[config.mk]
export PLATFORM = sky130hd
export DESIGN_NAME = net_handshake_ctrl
export DESIGN_NICKNAME = d
export VERILOG_FILES = /design/src/rtl/net_handshake_ctrl.sv
export SDC_FILE = /design/constraint.sdc
export NUM_CORES = 1
export LEC_CHECK = 0
export ABC_AREA = 1
export BUFFER_PORTS_ARGS = -buffer_cell sky130_fd_sc_hd__buf_2
export CAP_MARGIN = 20
export CORE_UTILIZATION = 30
export CTS_CLUSTER_SIZE = 20
export DETAILED_ROUTE_END_ITERATION = 12
export GPL_ROUTABILITY_DRIVEN = 0
export GPL_TIMING_DRIVEN = 0
export REMOVE_ABC_BUFFERS = 1
export SLEW_MARGIN = 20
export SYNTH_ARGS = -nofsm -noshare
export SYNTH_HDL_FRONTEND = slang
export SYNTH_SLANG_ARGS = --single-unit
[constraint.sdc]
create_clock -name clock -period 2 [get_ports clock]
set_input_delay 0.3 -clock clock [delete_from_list [all_inputs] [get_ports clock]]
set_output_delay 0.3 -clock clock [all_outputs]
set_load 0.02 [all_outputs]
[src/rtl/net_handshake_ctrl.sv]
// net_handshake_ctrl: arbitrates processor send/receive requests (round-robin
// on ties), runs the four-phase flag handshake with the Arduino, synchronises
// the asynchronous Arduino inputs, and aborts any wait phase that stalls for
// TIMEOUT cycles.
module net_handshake_ctrl #(
  parameter int TIMEOUT = 1000000,
  parameter int TO_W    = 20
) (
  input  logic       clock,
  input  logic       reset,
  input  logic       reqSend,
  input  logic [1:0] sendDest,
  input  logic [3:0] sendData,
  input  logic       reqReceive,
  output logic       flagSendArduino,
  output logic [1:0] destToArduino,
  output logic [3:0] dataToArduino,
  input  logic       flagSentArduino,
  output logic       flagReceiveArduino,
  input  logic       flagReceivedArduino,
  input  logic [3:0] dataFromArduino,
  output logic       busy,
  output logic       sendDone,
  output logic       recvDone,
  output logic [3:0] recvData,
  output logic       timeoutErr
);

  typedef enum logic [2:0] {IDLE, S_REQ, S_REL, R_REQ, R_REL} state_t;

  localparam logic [TO_W-1:0] TO_LAST = TO_W'(TIMEOUT - 1);

  logic            s_ack_p0, s_ack_p1;
  logic            r_ack_p0, r_ack_p1;
  logic [3:0]      r_data_p0, r_data_p1;
  state_t          state;
  logic            last_grant_recv;
  logic [TO_W-1:0] to_cnt;
  logic            to_hit;

  assign to_hit = (to_cnt == TO_LAST);

  // Two-flop synchronisers; only the _p1 copies are seen by the FSM
  always_ff @(posedge clock) begin
    if (reset) begin
      s_ack_p0  <= 1'b0;
      s_ack_p1  <= 1'b0;
      r_ack_p0  <= 1'b0;
      r_ack_p1  <= 1'b0;
      r_data_p0 <= '0;
      r_data_p1 <= '0;
    end else begin
      s_ack_p0  <= flagSentArduino;
      s_ack_p1  <= s_ack_p0;
      r_ack_p0  <= flagReceivedArduino;
      r_ack_p1  <= r_ack_p0;
      r_data_p0 <= dataFromArduino;
      r_data_p1 <= r_data_p0;
    end
  end

  // Arbitration, handshake sequencing and per-phase timeout with registered outputs
  always_ff @(posedge clock) begin
    if (reset) begin
      state              <= IDLE;
      last_grant_recv    <= 1'b1;
      to_cnt             <= '0;
      flagSendArduino    <= 1'b0;
      flagReceiveArduino <= 1'b0;
      destToArduino      <= '0;
      dataToArduino      <= '0;
      busy               <= 1'b0;
      sendDone           <= 1'b0;
      recvDone           <= 1'b0;
      recvData           <= '0;
      timeoutErr         <= 1'b0;
    end else begin
      sendDone   <= 1'b0;
      recvDone   <= 1'b0;
      timeoutErr <= 1'b0;
      case (state)
        IDLE: begin
          to_cnt <= '0;
          // On a tie, send wins only if the previous grant went to receive
          if (reqSend && (!reqReceive || last_grant_recv)) begin
            destToArduino   <= sendDest;
            dataToArduino   <= sendData;
            flagSendArduino <= 1'b1;
            busy            <= 1'b1;
            last_grant_recv <= 1'b0;
            state           <= S_REQ;
          end else if (reqReceive) begin
            flagReceiveArduino <= 1'b1;
            busy               <= 1'b1;
            last_grant_recv    <= 1'b1;
            state              <= R_REQ;
          end
        end
        S_REQ: begin
          if (s_ack_p1) begin
            flagSendArduino <= 1'b0;
            to_cnt          <= '0;
            state           <= S_REL;
          end else if (to_hit) begin
            flagSendArduino    <= 1'b0;
            flagReceiveArduino <= 1'b0;
            timeoutErr         <= 1'b1;
            busy               <= 1'b0;
            to_cnt             <= '0;
            state              <= IDLE;
          end else begin
            to_cnt <= to_cnt + 1'b1;
          end
        end
        S_REL: begin
          if (!s_ack_p1) begin
            sendDone <= 1'b1;
            busy     <= 1'b0;
            to_cnt   <= '0;
            state    <= IDLE;
          end else if (to_hit) begin
            flagSendArduino    <= 1'b0;
            flagReceiveArduino <= 1'b0;
            timeoutErr         <= 1'b1;
            busy               <= 1'b0;
            to_cnt             <= '0;
            state              <= IDLE;
          end else begin
            to_cnt <= to_cnt + 1'b1;
          end
        end
        R_REQ: begin
          if (r_ack_p1) begin
            recvData           <= r_data_p1;
            flagReceiveArduino <= 1'b0;
            to_cnt             <= '0;
            state              <= R_REL;
          end else if (to_hit) begin
            flagSendArduino    <= 1'b0;
            flagReceiveArduino <= 1'b0;
            timeoutErr         <= 1'b1;
            busy               <= 1'b0;
            to_cnt             <= '0;
            state              <= IDLE;
          end else begin
            to_cnt <= to_cnt + 1'b1;
          end
        end
        R_REL: begin
          if (!r_ack_p1) begin
            recvDone <= 1'b1;
            busy     <= 1'b0;
            to_cnt   <= '0;
            state    <= IDLE;
          end else if (to_hit) begin
            flagSendArduino    <= 1'b0;
            flagReceiveArduino <= 1'b0;
            timeoutErr         <= 1'b1;
            busy               <= 1'b0;
            to_cnt             <= '0;
            state              <= IDLE;
          end else begin
            to_cnt <= to_cnt + 1'b1;
          end
        end
        default: begin
          flagSendArduino    <= 1'b0;
          flagReceiveArduino <= 1'b0;
          busy               <= 1'b0;
          to_cnt             <= '0;
          state              <= IDLE;
        end
      endcase
    end
  end

endmodule

== Word-level counts from Yosys, hierarchy flattened ==
Index checks and enable logic that the tools add are counted.

* Add/subtract/negate cells: 1
* Eq/ne operators: 13
* Mux-type cells: 45
* Bitwise gates (word level): 2
* Reduce and logical (&&, ||, !) cells: 13

{| class="wikitable"
|+ Operators with widths
! cell !! number
|-
| 20-bit 2-to-1 mux || 5
|-
| 20-bit one-hot mux with 4 select lines || 1
|-
| 1-bit 2-to-1 mux || 27
|-
| 3-bit 2-to-1 mux || 7
|-
| 20-bit by 1-bit adder with 20-bit output, second input constant || 1
|-
| 20-bit equality test, second input constant || 1
|-
| 1-bit one-hot mux with 5 select lines || 3
|-
| 3-bit one-hot mux with 5 select lines || 1
|-
| 2-bit inequality test, second input constant || 7
|-
| 3-bit by 2-bit equality test with 1-bit output, second input constant || 2
|-
| 2-bit AND reduction || 3
|-
| 5-bit AND reduction || 1
|-
| 1-bit one-hot mux with 4 select lines || 1
|-
| 4-bit AND reduction || 1
|-
| 2-bit OR reduction || 2
|-
| 3-bit by 1-bit equality test with 1-bit output, second input constant || 1
|-
| 3-bit equality test, second input constant || 1
|-
| 3-bit logical NOT || 1
|-
| 3-bit inequality test, second input constant || 1
|-
| 3-bit AND reduction || 1
|-
| 1-bit inverter || 2
|-
| 2-bit nonzero test || 1
|-
| 1-bit logical AND || 1
|-
| 1-bit logical NOT || 1
|-
| 1-bit logical OR || 1
|}

* Register bits after elaboration: 52
* Input port bits: 16
* Output and inout bits: 16
* Logic and storage cells: 92

== Depth between registers and ports, before layout ==
* Depth after elaboration: 5
* Gate-level depth with buffers: 11
* Gate-level depth less buffers: 10

== Least setup slack after synthesis ==
OpenSTA, ideal clock, no wires.

* Kind: register to register
* From: reg to_cnt[0]
* To: reg to_cnt[18]
* Setup time: 119 ps
* Arrival time: 1,413 ps
* Data required time: 1,881 ps
* Path slack: 468 ps
* Cell stages (with the launch flop): 10
* Buffers on the path: 1
* Period minus slack after synthesis: 1,532 ps
* Path through: dfxtp_1 ha_1 nand2_1 nor2_1 nand3_1 nor2_1 nor2_4 nand2_4 buf_6 nor2_4

* Longest elaborated chain between the ends: 4
* Elaborated cells between the ends (all ways): 8
* Classes of those cells: add/sub: 1; eq/ne: 1; mux: 6

{| class="wikitable"
|+ RTL lines
! item !! RTL line !! text
|-
| start, declared || 38 || <nowiki>logic [TO_W-1:0] to_cnt;</nowiki>
|-
| start signal, assigned || 112 || <nowiki>to_cnt <= to_cnt + 1'b1;</nowiki>
|-
| start signal, assigned || 129 || <nowiki>to_cnt <= to_cnt + 1'b1;</nowiki>
|-
| start signal, assigned || 146 || <nowiki>to_cnt <= to_cnt + 1'b1;</nowiki>
|-
| 20-bit by 1-bit adder with 20-bit output or 20-bit equality test (tied branches) || n/a ||
|-
| 20-bit 2-to-1 mux * || n/a ||
|-
| 20-bit 2-to-1 mux (on tied branches) || n/a ||
|-
| 20-bit one-hot mux with 4 select lines * || 81 || <nowiki>case (state)</nowiki>
|}

Every way passes the cells marked *; elsewhere a longest branch is shown, timed or not.
A chain may end at the register's enable or synchronous reset.

== Worst setup path after layout ==
* From: reg to_cnt[0]
* To: reg to_cnt[15]

Same word-level chain as after synthesis.

==> results.txt <==
Worst Hold Class = in2reg
DR WL met3 = 201 µm
setup TNS = 0 ns
most frequent cells after synthesis = 81 x nor2_1, 52 x dfxtp_1, 45 x nand2_1, 40 x inv_1, 19 x o21ai_0
Starting Density = 31.3%
area delta synth->final = 15.0%
crit-path max FO = 19
largest net degree at the start of global routing = 20
H-tree Lvls = 2
RSZ-0062 raised after global routing = no
drt pass-1 iters = 4
residual DRC count = 0
Post-Synthesis Cells = 318
WS Path Type = reg2reg
Clock Latency Late Sink = 0.32 ns
main combinational cell family by area after synthesis = simple AND/OR/NAND/NOR gates
capturing point of the worst reg2reg path = to_cnt[15]$_SDFF_PP0_
Max VDD drop = 0.297 mV
Synth warnings = 0
Post-DRT Antenna Nets = 0
FF-to-FF Start = to_cnt[0]$_SDFF_PP0_
Die W = 89.2 µm
PwrDens = 804 nW/µm²
hold endpoint = r_data_p0[2]$_SDFF_PP0_
Post-synth EDFFs = 0
setup violators final = 0
period utilisation layout = 88.6%
Synth Flop Type = dfxtp_1
Max Transition Viols Final = 0
min Tclk post-route = 1.77 ns
worst reg2reg setup slack = 0.23 ns
Hold Slack = 0.173 ns
Hold Crit Depth = 3
Worst-Margin Slew = 0.478 ns
Top Layer Used = met4
crit-path max cell delay = 0.42 ns
initial antenna violation count = 0
xor and xnor area share after synthesis = 3.07%
clk buf depth = 2
Post-CTS Setup Inserts = 0
Synth Area in Compound Gates = 6.96%
# Max-Cap Violations = 0
area share of fa/ha/maj cells after synthesis = 0.548%
Max Freq = 564 MHz
outcome = completed
synthesized cell area = 2280 µm²
I/O pins = 32
Slew HR = 67.9%
Inserted Diodes = 0
post-route design area = 2630 µm²
critical path's top delay family = simple AND/OR/NAND/NOR gates
vias in the first global route = 1806
Final Hold Viols = 0
CTS clk-pin slew, worst paths = 0.10 ns
die height = 89.2 µm
Leak = 1.13 nW
Vias/cell = 4.53
CP cell instances = ha_1, nand2_1, nor2_1, nand3_1, nor2_2, nor2_4, nand2_4, nor3_1
# rows = 31
Buf+Inv Stages, Crit Path = 0
routed wl met2 = 1.99 mm
Global Route Usage Sum = 12.6%
critical path required time = 2.21 ns
mux contribution to synthesized area = 0%
most numerous cell in the Yosys netlist = nor2_1
Seq/Total Area, Yosys = 45.6%
quantity of I/O buffers inserted on ports = 31
via count = 2037
nets@finish = 367
Core Util, Final = 36.0%
final std cells w/o fill = 450
Setup Skew = 0.0122 ns
area leader, netlist = dfxtp_1
WL final = 4.54 mm
Worst Setup Start Kind = flip-flop
post-synthesis cell type count = 27
critical path capture point type = flip-flop
Clk Tree Root Cell = clkbuf_8
slowest stage cell, crit path = dfxtp_1
die area = 7960 µm²
core area = 7290 µm²
1st-iter DRT viols = 155
dpl hpwl = 3.33 mm
Synth Register Bits = 52
placed cell areas = 2520 µm²
GRT Residual Overflow = 0
# clock sinks = 52
syn_area_per_cell = 7.18 µm²
r2r worst-path depth = 8
Synth async-reset ratio = 0%
M1 WL = 2.25 mm
post-synthesis simple-gate area fraction = 35.3%
ratio of cells with drive above 1 in the final layout = 15.1%
HP Start = dataFromArduino[2]
WL/cell = 10.1 µm
CTS tree = done
total CTS buffers = 5
Synth area leaders = dfxtp_1 46%, nor2_1 13%, nand2_1 7.4%
Inst Count DP = 442
Worst EP arrival = 1.98 ns
CTS Hold Bufs = 0
top cell type's share of synthesized area = 45.6%
first-pass GRT wire length = 7.72 mm
==> flip-flops by register name, summed over array words and instances, names as in the netlist, 2 cells and up <==
name / flops
dataToArduino: 4
destToArduino: 2
r_data_p0: 4
r_data_p1: 4
recvData: 4
state: 3
to_cnt: 20
==> routing by layer <==
metal / vias to the layer above / global-route usage, %
met5: - / 0
met3: 7 / 3.42
met2: 49 / 20.1
met4: 0 / 6.35
met1: 907 / 15.7
li1: 1074 / -
==> cells in the final DEF (no fill, tap or decap), types with 3 or more instances in the layout <==
cell type and count:
inv_1 40, nand2_2 4, nor2_1 80, o21ai_0 19
nor3_1 11, nor2_4 3, clkbuf_8 5, nor2_2 3
nand2_1 45, xor2_1 7, a21oi_1 9, nand3_1 15
buf_2 31, nand4_1 9, dfxtp_1 52
==> worst min-delay path, stage by stage <==
cell and delay, ns:
buf_2 0.09, inv_1 0.04, nor2_1 0.03
==> timing repair <==
item,in CTS,in global routing
resized for setup,0,2
endpoints found under the setup margin,0,25
endpoints found under the hold margin,0,0
==> layout make-up <==
class                      instances  area, µm²
inverter                          41        154
clock inverter                     3       28.8
timing repair buffer              31        155
fill                             799       4670
multi-input combinational        219       1050
clock buffer                       5       68.8
tap                               99        124
sequential                        52       1040
==> how the worst max path moves through the flow <==
| stage | startpoint | to | depth (start not counted) |
|---|---|---|---|
| floorplan | to_cnt[0]$_SDFF_PP0_ | to_cnt[15]$_SDFF_PP0_ | 8 |
| global placement | reset | to_cnt[6]$_SDFF_PP0_ | 6 |
| detailed placement | reset | to_cnt[2]$_SDFF_PP0_ | 6 |
| CTS | to_cnt[0]$_SDFF_PP0_ | to_cnt[15]$_SDFF_PP0_ | 8 |
| global route | to_cnt[0]$_SDFF_PP0_ | to_cnt[15]$_SDFF_PP0_ | 8 |
| finish | to_cnt[0]$_SDFF_PP0_ | to_cnt[15]$_SDFF_PP0_ | 8 |
==> cell families (layout without fill, tap and decap cells) <==
kind of cell,Yosys count,after routing
adders and majority gates,1,1
and+or+nand+nor,179,179
buffers and inverters,47,80
xor gates and xnor gates,8,8
AOI/OAI and AO/OA,31,31
DFF,52,52
==> report_power, final <==
| part | switching, mW | total, mW | internal (mW) | leakage, nW |
|---|---|---|---|---|
| clock | 0.395 | 0.660 | 0.265 | 0.0511 |
| sequential | 0.0401 | 1.13 | 1.09 | 0.424 |
| combinational | 0.209 | 0.320 | 0.111 | 0.659 |
| total | 0.644 | 2.11 | 1.47 | 1.13 |
==> metrics by stage <==
step                      power [mW]  setup WS, ns
final                           2.11         0.227
after global routing            2.22        0.0311
after CTS                       2.14         0.111
after detailed placement        1.48         0.106
after floorplan                 1.38         0.513
after global placement          1.47         0.159
Note: power is estimated with default switching activity, not from simulation.
